File: src/rtl/data_if_pkg.sv
`default_nettype none
// ============================================================================
// Module   : data_if_pkg
// Purpose  : Shared types and widths for the data_if stream and its endpoints.
// Revision : 1.0 - initial release
// ============================================================================
package data_if_pkg;

  localparam int DATA_W = 8;

  typedef logic [DATA_W-1:0] data_t;

endpackage : data_if_pkg
`default_nettype wire

File: src/rtl/sync_fifo_mem.sv
`default_nettype none
// ============================================================================
// Module   : sync_fifo_mem
// Purpose  : Unreset register-array storage, clocked write, asynchronous read.
// Revision : 1.0 - initial release
// ============================================================================
module sync_fifo_mem #(
  parameter int WIDTH  = 8,
  parameter int DEPTH  = 4,
  parameter int ADDR_W = $clog2(DEPTH)
) (
  input  logic              clk,
  input  logic              i_we,
  input  logic [ADDR_W-1:0] i_waddr,
  input  logic [WIDTH-1:0]  i_wdata,
  input  logic [ADDR_W-1:0] i_raddr,
  output logic [WIDTH-1:0]  o_rdata
);

  logic [WIDTH-1:0] r_mem [DEPTH];

  always_ff @(posedge clk) begin
    if (i_we) begin
      r_mem[i_waddr] <= i_wdata;
    end
  end

  assign o_rdata = r_mem[i_raddr];

endmodule : sync_fifo_mem
`default_nettype wire

File: src/rtl/data_if_rx_fifo.sv
`default_nettype none
// ============================================================================
// Module   : data_if_rx_fifo
// Purpose  : FWFT receive FIFO for the data_if stream, with transfer counter
//            and sticky upstream handshake-violation flag.
// Revision : 1.0 - initial release
// ============================================================================
module data_if_rx_fifo
  import data_if_pkg::*;
#(
  parameter int WIDTH = DATA_W,
  parameter int DEPTH = 4,
  parameter int CNT_W = 16
) (
  input  logic                     clk,
  input  logic                     rst_n,
  input  logic [WIDTH-1:0]         in_data,
  input  logic                     in_valid,
  output logic                     in_ready,
  output logic [WIDTH-1:0]         out_data,
  output logic                     out_valid,
  input  logic                     out_ready,
  output logic [$clog2(DEPTH):0]   level,
  output logic [CNT_W-1:0]         xfer_cnt,
  output logic                     proto_err
);

  localparam int PTR_W = $clog2(DEPTH);
  localparam int LVL_W = PTR_W + 1;
  localparam logic [LVL_W-1:0] C_FULL_LVL = LVL_W'(DEPTH);

  logic [PTR_W-1:0] r_wr_ptr;
  logic [PTR_W-1:0] r_rd_ptr;
  logic [LVL_W-1:0] r_level;
  logic [CNT_W-1:0] r_xfer_cnt;
  logic             r_pend;
  logic [WIDTH-1:0] r_pend_data;
  logic             r_proto_err;

  logic             w_full;
  logic             w_push;
  logic             w_pop;
  logic [WIDTH-1:0] w_rd_data;

  // Flow control comes from registered level only, so in_ready has no
  // combinational path from out_ready.
  assign w_full    = (r_level == C_FULL_LVL);
  assign in_ready  = !w_full;
  assign out_valid = (r_level != '0);
  assign w_push    = in_valid && in_ready;
  assign w_pop     = out_valid && out_ready;

  // Storage is unreset; mask the head so out_data reads zero while empty.
  assign out_data  = out_valid ? w_rd_data : '0;
  assign level     = r_level;
  assign xfer_cnt  = r_xfer_cnt;
  assign proto_err = r_proto_err;

  sync_fifo_mem #(
    .WIDTH (WIDTH),
    .DEPTH (DEPTH)
  ) u_mem (
    .clk     (clk),
    .i_we    (w_push),
    .i_waddr (r_wr_ptr),
    .i_wdata (in_data),
    .i_raddr (r_rd_ptr),
    .o_rdata (w_rd_data)
  );

  always_ff @(posedge clk or negedge rst_n) begin
    if (!rst_n) begin
      r_wr_ptr <= '0;
      r_rd_ptr <= '0;
      r_level  <= '0;
    end else begin
      if (w_push) begin
        r_wr_ptr <= r_wr_ptr + PTR_W'(1);
      end
      if (w_pop) begin
        r_rd_ptr <= r_rd_ptr + PTR_W'(1);
      end
      case ({w_push, w_pop})
        2'b10:   r_level <= r_level + LVL_W'(1);
        2'b01:   r_level <= r_level - LVL_W'(1);
        default: r_level <= r_level;
      endcase
    end
  end

  always_ff @(posedge clk or negedge rst_n) begin
    if (!rst_n) begin
      r_xfer_cnt <= '0;
    end else if (w_push && (r_xfer_cnt != '1)) begin
      r_xfer_cnt <= r_xfer_cnt + CNT_W'(1);
    end
  end

  // A refused offer must be repeated unchanged on the next cycle.
  always_ff @(posedge clk or negedge rst_n) begin
    if (!rst_n) begin
      r_pend      <= 1'b0;
      r_pend_data <= '0;
      r_proto_err <= 1'b0;
    end else begin
      r_pend      <= in_valid && !in_ready;
      r_pend_data <= in_data;
      if (r_pend && (!in_valid || (in_data != r_pend_data))) begin
        r_proto_err <= 1'b1;
      end
    end
  end

endmodule : data_if_rx_fifo
`default_nettype wire

File: config.mk
export PLATFORM = sky130hd
export DESIGN_NAME = data_if_rx_fifo
export DESIGN_NICKNAME = d
export VERILOG_FILES = /design/src/rtl/data_if_pkg.sv /design/src/rtl/sync_fifo_mem.sv /design/src/rtl/data_if_rx_fifo.sv
export SDC_FILE = /design/constraint.sdc
export NUM_CORES = 1
export LEC_CHECK = 0
export CAP_MARGIN = 20
export CORE_MARGIN = 3
export CORE_UTILIZATION = 57
export DETAILED_ROUTE_END_ITERATION = 12
export PLACE_DENSITY = 0.84
export SYNTH_ARGS = -nofsm -noshare
export SYNTH_HDL_FRONTEND = slang
export SYNTH_SLANG_ARGS = --single-unit
File: constraint.sdc
create_clock -name clk -period 4.5 [get_ports clk]
set_input_delay 0.675 -clock clk [delete_from_list [all_inputs] [get_ports clk]]
set_output_delay 0.675 -clock clk [all_outputs]
set_load 0.1 [all_outputs]
; After elaboration in Yosys (flattened, before gate mapping)
; Memories as Yosys holds them, arrays and structs flattened.
; Cells that the tools add are included.
[classes]
mux = 4
reduce_logical = 10
n_eq_ne = 5
n_addsub = 5
[op_table]
columns = operator, count
row1 = $add A16 B1 Y16 const B, 1
row2 = $ne A16 B16 Y1 const B, 1
row3 = $mux W8, 1
row4 = $ne A8 B8 Y1, 1
row5 = $pmux W3 S2, 1
row6 = $logic_and A1 B1 Y1, 5
row7 = $add A2 B1 Y2 const B, 2
row8 = $add A3 B1 Y3 const B, 1
row9 = $eq A3 B3 Y1 const B, 1
row10 = $reduce_bool A3 Y1, 1
row11 = $sub A3 B1 Y3 const B, 1
row12 = $eq A2 B1 Y1 const B, 1
row13 = $eq A2 B2 Y1 const B, 1
row14 = $logic_not A1 Y1, 2
row15 = $mux W1, 2
row16 = $reduce_bool A2 Y1, 1
row17 = $logic_or A1 B1 Y1, 1
[totals]
inputBits = 12
output_inout_bits = 30
memories = 1
ram_bits = 32
word_cells = 32
reg_bits = 33
[memory_table]
columns = name, words, width, read_ports, rd_ports_with_merged_regs, write_ports, line
row1 = u_mem.r_mem, 4, 8, 1, 0, 1, sync_fifo_mem.sv:20  ; logic [WIDTH-1:0] r_mem [DEPTH];

; Logic depth before layout (Yosys ltp)
; Gate-level depths: netlist of run 1.
[depth]
depth_word = 5
depth_mapped = 10
mapped_depth_nobuf = 8

; Cells and area by module
; Synthesis of run 1 repeated with hierarchy kept, for this count alone.
[unflattened]
cells_unflattened = 178
hier_area_um2 = 2708.8
[by_module_without_submodules]
columns = module, seq_area_each_um2, cells_each, n_inst, area_per_inst_um2
row1 = data_if_rx_fifo, 825.8, 132, 1, 1520.2
row2 = sync_fifo_mem, 960.9, 46, 1, 1188.6

; Worst setup path after synthesis of run 1
; Ideal clock, no wire load.
[synth_path]
path_type = register to output
start = register r_level[0], in the netlist level[0]
end = output port out_data[0]
stages_incl_launch_ff = 4
t_arrival_ns = 2.999
setup_slack_ns = 0.826
t_required_ns = 3.825
n_path_buf = 1
path_cell_list = dfrtp_1 > or3_1 > clkbuf_1 > and2_1
[synth_between]
elab_chain_len = 2
[synth_rtl]
columns = item, line
row1 = "start, declared", data_if_rx_fifo.sv:34  ; logic [LVL_W-1:0] r_level;
row2 = "start signal, assigned", data_if_rx_fifo.sv:84  ; 2'b10: r_level <= r_level + LVL_W'(1);
row3 = "start signal, assigned", data_if_rx_fifo.sv:85  ; 2'b01: r_level <= r_level - LVL_W'(1);
row4 = "start signal, assigned", data_if_rx_fifo.sv:86  ; default: r_level <= r_level;
row5 = $reduce_bool A3 Y1, data_if_rx_fifo.sv:49  ; assign out_valid = (r_level != '0);
row6 = via out_valid, data_if_rx_fifo.sv:21  ; output logic out_valid,
row7 = $mux W8, data_if_rx_fifo.sv:54  ; assign out_data = out_valid ? w_rd_data : '0;
row8 = "end, declared", data_if_rx_fifo.sv:20  ; output logic [WIDTH-1:0] out_data,
; The timed path passes the listed nets, and every way through them passes these cells.

; Final worst setup path of run 1
[layout_path]
start = register r_rd_ptr[0]
end = output port out_data[2]
[layout_between]
elab_chain_len = 2
[layout_rtl]
columns = item, line
row1 = "start, declared", data_if_rx_fifo.sv:33  ; logic [PTR_W-1:0] r_rd_ptr;
row2 = "start signal, assigned", data_if_rx_fifo.sv:81  ; r_rd_ptr <= r_rd_ptr + PTR_W'(1);
row3 = $mem_v2 Z4 W8, n/a
row4 = $mux W8, data_if_rx_fifo.sv:54
; No other way between the ends.

==> key figures, run 1 <==
Global routing
  • Met3 GRT Util: 3.783%
  • First-pass GRT wire length: 8597 um
  • Grt total ovfl: 0
  • Layer with the highest usage: met2
  • Met2 usage: 33.60%
  • Gr usage total: 18.88%
  • Largest net degree at the start of global routing: 34
  • Vias in the first global route: 1760
  • Met1 GRT Util: 22.67%
  • Initial antenna violation count: 0

Timing
  • Final number of hold-violating endpoints: 0
  • Final Max Tran Viols: 0
  • Setup tns final: 0 ps
  • Fin crit share: 76.43%
  • Tightest Pin Transition: 980.4 ps
  • Tmin final: 3439 ps
  • Final Setup Violations: 0
  • F_max: 290.8 MHz
  • RSZ-0062 raised after global routing: false
  • Post-Route Skew: 5.607 ps
  • Slew HR: 34.44%

CTS
  • Post-cts gate resize count: 0
  • Setup bufs post-CTS: 0
  • # clock sinks: 65
  • Cts bufs inserted: 9
  • Quantity of hold-fixing buffers added after cts: 0
  • Buffers from clock root to sink, at most: 2
  • Worst-Skew Late Latency: 330 ps
  • CTS root buf: clkbuf_8
  • CTS H-tree lvls: 3
  • CTS tree: yes
  • Clock transition at path regs: 60 ps

Yosys
  • Mapped Area: 2806 um^2
  • Ys Warns: 0
  • Mean post-synth cell area: 15.25 um^2
  • Count of cell types in the netlist: 35
  • Gate Count Post-Synth: 184
  • Synth Net Count: 203
  • Sequential share of the synthesized area: 63.66%
  • Seq cells post-synth: 65

Routing
  • DRT Pass-1 Iters: 4
  • DR iter-0 viols: 93
  • Detailed Route WL: 5102 um
  • Routed Antenna Nets: 0
  • Via Count: 1619
  • Post-DR vias/cell: 5.379
  • DRC Markers: 0
  • DR WL/cell: 16.95 um

Place
  • Post-DP HPWL: 3602 um
  • Placed Instance Area: 3263 um^2
  • Port bufs: 41
  • Post-Place Cells: 285
  • Placer Congestion: 0.7720

Setup path
  • Worst EP arrival: 2760 ps
  • Crit end category: output port
  • WS Path Type: reg -> out
  • Critical path, cell by cell: mux4_2 > and2_1 > clkdlybuf4s50_1
  • Max incr delay on CP: 960 ps
  • CP max stage cell: clkdlybuf4s50_1
  • Worst Path Required: 3830 ps
  • Critical path launch point type: flip-flop
  • Crit Path Max Fanout: 10

Worst hold path
  • HP Class: reg -> reg

Layout
  • Fin cells: 301
  • Final Cell Area: 3442 um^2
  • Fraction of layout cells with a size suffix above 1: 12.71%
  • Layout net count: 250
  • Area Growth Syn to Fin: 22.65%
  • # diodes: 0

Floorplanning
  • FP Rows: 24
  • Die W: 76.17 um
  • Die ar.: 5802 um^2
  • Height of the die: 76.17 um
  • I/O pins: 42
  • Initial Util: 61.49%
  • Core Area: 4564 um^2

Job
  • Max_cap viols: 0

Status
  • Status: completed
## critical path: cells and delay by family (launching register included)
family                 cells  cell delay [ps]
buffers and inverters      1              960
muxes                      1              580
DFF                        1              720
and+or+nand+nor            1              170
## path summary, 6_finish.rpt
check | start | endpoint | slack [ps] | cells after the start
max in group asynchronous | rst_n | xfer_cnt[6]$_DFFE_PN0P_ | 3440 | 2
min in group asynchronous | rst_n | xfer_cnt[7]$_DFFE_PN0P_ | 730 | 2
max reg2reg | level[1]$_DFFE_PN0P_ | level[2]$_DFFE_PN0P_ | 2050 | 8
min reg2reg | r_pend$_DFF_PN0_ | proto_err$_DFFE_PN0P_ | 450 | 1
max | r_rd_ptr[0]$_DFFE_PN0P_ | out_data[2] | 1060 | 3
min | r_pend$_DFF_PN0_ | proto_err$_DFFE_PN0P_ | 450 | 1
## logic make-up (layout without fill, tap and decap cells)
family / after synthesis / count (layout) / share of synthesized area, %
adders and majority gates: 7 / 7 / 3.388
DFF: 65 / 65 / 63.66
AOI/OAI and AO/OA: 2 / 2 / 0.5352
buffers and inverters: 14 / 66 / 2.586
muxes: 11 / 11 / 7.713
xor gates and xnor gates: 29 / 29 / 9.050
and+or+nand+nor: 56 / 56 / 13.06
## per-layer routing
layer,share of wire [%],vias up
met5,0,-
met4,1.1,0
met3,3.9,6
met2,54,48
met1,41,810
li1,-,755
## placed cells by master (no fill, tap or decap), types with 2 or more instances in the layout
cell             count
nand4_2              2
xor2_1              23
and2_1               9
edfxtp_1            32
clkbuf_1             3
clkbuf_8             9
nand3_1              6
inv_1                8
ha_1                 6
and3_1               6
mux4_2               8
and4_1               2
nand4_1              3
dfrtp_1             33
nand2_1              4
nor2_1               5
nor3_1               9
nor4_1               2
clkdlybuf4s50_1     41
xnor2_1              6
clkinv_2             2
## stage by stage
stage	worst slack [ps]	utilization, %	hold slack (ps)
3_5_place_dp	1389	71.49	442.6
6_report	1061	75.41	453.0
4_1_cts	1028	75.41	457.0
3_3_place_gp	1433	71.49	435.5
5_1_grt	968.7	75.41	477.9
2_1_floorplan	825.9	-	379.4
## cell type report
class	count	area, um^2
clock buffer	12	135.1
fill	291	1122
sequential	65	1787
timing repair buffer	42	417.9
multi-input combinational	105	947.2
inverter	8	30.03
clock inverter	4	43.79
tap	65	81.33
## cell usage after synthesis (all sizes together)
library cell / number / area share, %
nand4: 5 / 1.6
xnor2: 6 / 1.9
nor4: 4 / 1.6
nand2: 5 / 0.76
and2: 9 / 2.0
inv: 8 / 1.1
and3: 6 / 1.3
ha: 6 / 2.7
fa: 1 / 0.71
nor3: 9 / 1.6
edfxtp: 32 / 34
dfrtp: 33 / 29
a21o: 1 / 0.27
mux2i: 1 / 0.36
or3b: 1 / 0.31
xor2: 23 / 7.2
buf: 4 / 1.2
nor4bb: 1 / 0.58
nor3b: 1 / 0.27
mux4: 8 / 6.4
nand3: 6 / 1.1
o211ai: 1 / 0.27
clkbuf: 2 / 0.27
or3: 1 / 0.22
nor2: 6 / 1.1
mux2: 2 / 0.94
and4: 2 / 0.62
## state kept, by name (all words and copies together), names as in the netlist
signal,cells
level,3
proto_err,1
r_pend,1
u_mem.r_mem,32
r_rd_ptr,2
r_pend_data,8
r_wr_ptr,2
xfer_cnt,16
Power of run 1 is left out: the tool's default activity adds up to more than one toggle a clock period on the data nets, which glitch-free logic cannot reach.
==> inputs of run 2 (changes only) <==
CORE_UTILIZATION = 53   (was 57)
PLACE_DENSITY = 0.79   (was 0.84)
clock period = 3.6 ns   (was 4.5 ns; I/O delays follow)
==> key figures, run 2 (synthesis results as in run 1) <==
Routing
  • Routed Antenna Nets: 0
  • Detailed Route WL: 5408 um
  • DR WL/cell: 17.85 um
  • DR iter-0 viols: 120
  • Post-DR vias/cell: 5.512
  • Via Count: 1670
  • DRC Markers: 0
  • DRT Pass-1 Iters: 4

Layout
  • Layout net count: 250
  • # diodes: 0
  • Fraction of layout cells with a size suffix above 1: 17.80%
  • Area Growth Syn to Fin: 22.20%
  • # fillers: 361
  • Max reg flops: 32
  • Final Cell Area: 3430 um^2
  • Commonest non-fill, non-tap cell in the layout: dfrtp_1
  • Most frequent cells in the layout: dfrtp_1, clkdlybuf4s50_1, edfxtp_1, xor2_1, buf_4
  • Largest Register: u_mem.r_mem

Timing
  • RSZ-0062 raised after global routing: false
  • Tmin final: 2842 ps
  • Final Max Tran Viols: 0
  • Final number of hold-violating endpoints: 0
  • Fin crit share: 78.93%
  • Setup tns final: 0 ps
  • Post-Route Skew: 4.440 ps
  • Final worst setup slack: 758.5 ps
  • Tightest Pin Transition: 1008 ps
  • F_max: 351.9 MHz
  • Final Setup Violations: 0
  • Slew HR: 32.59%

Floorplanning
  • Initial Util: 57.15%
  • Die ar.: 6204 um^2
  • FP Rows: 25
  • Height of the die: 78.77 um
  • Die W: 78.77 um
  • Core Area: 4911 um^2
  • I/O pins: 42

CTS
  • # clock sinks: 65
  • CTS H-tree lvls: 3
  • CTS tree: yes
  • Quantity of hold-fixing buffers added after cts: 0
  • Worst-Skew Late Latency: 330 ps
  • CTS root buf: clkbuf_8
  • Buffers from clock root to sink, at most: 2
  • Post-cts gate resize count: 0
  • Setup bufs post-CTS: 0
  • Cts bufs inserted: 9
  • Clock transition at path regs: 70 ps

Setup path
  • WS Path Type: reg -> out
  • Critical path, cell by cell: or3_1 > clkdlybuf4s50_1
  • Worst Path Required: 3060 ps
  • Worst EP arrival: 2300 ps
  • Critical path launch point type: flip-flop
  • Max incr delay on CP: 1020 ps
  • CP max stage cell: clkdlybuf4s50_1
  • Crit Path Max Fanout: 10
  • Crit end category: output port

Place
  • Port bufs: 41
  • Worst slack at placement: 1009 ps
  • Placer Congestion: 0.7888
  • Placed Instance Area: 3243 um^2
  • Post-DP HPWL: 3596 um

Global routing
  • First-pass GRT wire length: 9121 um
  • Gr usage total: 19.69%
  • Grt total ovfl: 0
  • Initial antenna violation count: 0
  • Vias in the first global route: 1866
  • Largest net degree at the start of global routing: 34

Status
  • Status: completed

Job
  • Max_cap viols: 0

Worst hold path
  • HP Class: reg -> reg
## run 2: changes by cell type in the layout (fill, tap and decap cells not counted)
cell,previous run,this run
clkinv_4,0,1
clkdlybuf4s50_1,41,32
clkinv_1,1,0
buf_4,1,10
clkinv_2,2,4
clkbuf_1,3,1
## run 2: metrics by stage
| step | hold slack, ps | util, % | std cells |
|---|---|---|---|
| finish | 465.1 | 69.83 | 303 |
| global route | 478.6 | 69.83 | 303 |
| CTS | 467.3 | 69.83 | 303 |
| detailed placement | 451.1 | 66.04 | 287 |
| global placement | 436.1 | 66.04 | 287 |
| floorplan | 244.4 | - | 184 |
## run 2: area by class of cell
class | count | area (um^2) | area share (%)
clock buffers | 10 | 127.6 | 3.721
clock inverters | 6 | 58.81 | 1.715
inverters | 8 | 30.03 | 0.8756
multi-input cells | 105 | 947.2 | 27.62
flip-flops and latches | 65 | 1787 | 52.10
well taps | 67 | 83.83 | 2.444
repair buffers | 42 | 395.4 | 11.53
## run 2: per-layer routing
metal / track usage, % / share of wire [%] / vias up
met2: 33.62 / 52 / 60
met5: 0 / 0 / -
met1: 23.67 / 41 / 843
li1: - / - / 756
met3: 4.875 / 4.7 / 11
met4: 8.741 / 1.7 / 0
## run 2: critical path, delay by kind of cell (launching register included)
family,cells,cell delay [ps]
simple gates,1,530
buf+inv,1,1020
flops,1,410
## run 2: final timing paths
check | cells after the start | slack [ps] | start | end
min reg2reg | 1 | 470 | r_pend$_DFF_PN0_ | proto_err$_DFFE_PN0P_
max | 2 | 760 | level[2]$_DFFE_PN0P_ | out_valid
min | 1 | 470 | r_pend$_DFF_PN0_ | proto_err$_DFFE_PN0P_
min in group asynchronous | 2 | 620 | rst_n | xfer_cnt[4]$_DFFE_PN0P_
max reg2reg | 8 | 1170 | level[0]$_DFFE_PN0P_ | level[2]$_DFFE_PN0P_
max in group asynchronous | 2 | 2680 | rst_n | r_pend_data[5]$_DFF_PN0_
Power of run 2 is left out for the same reason.
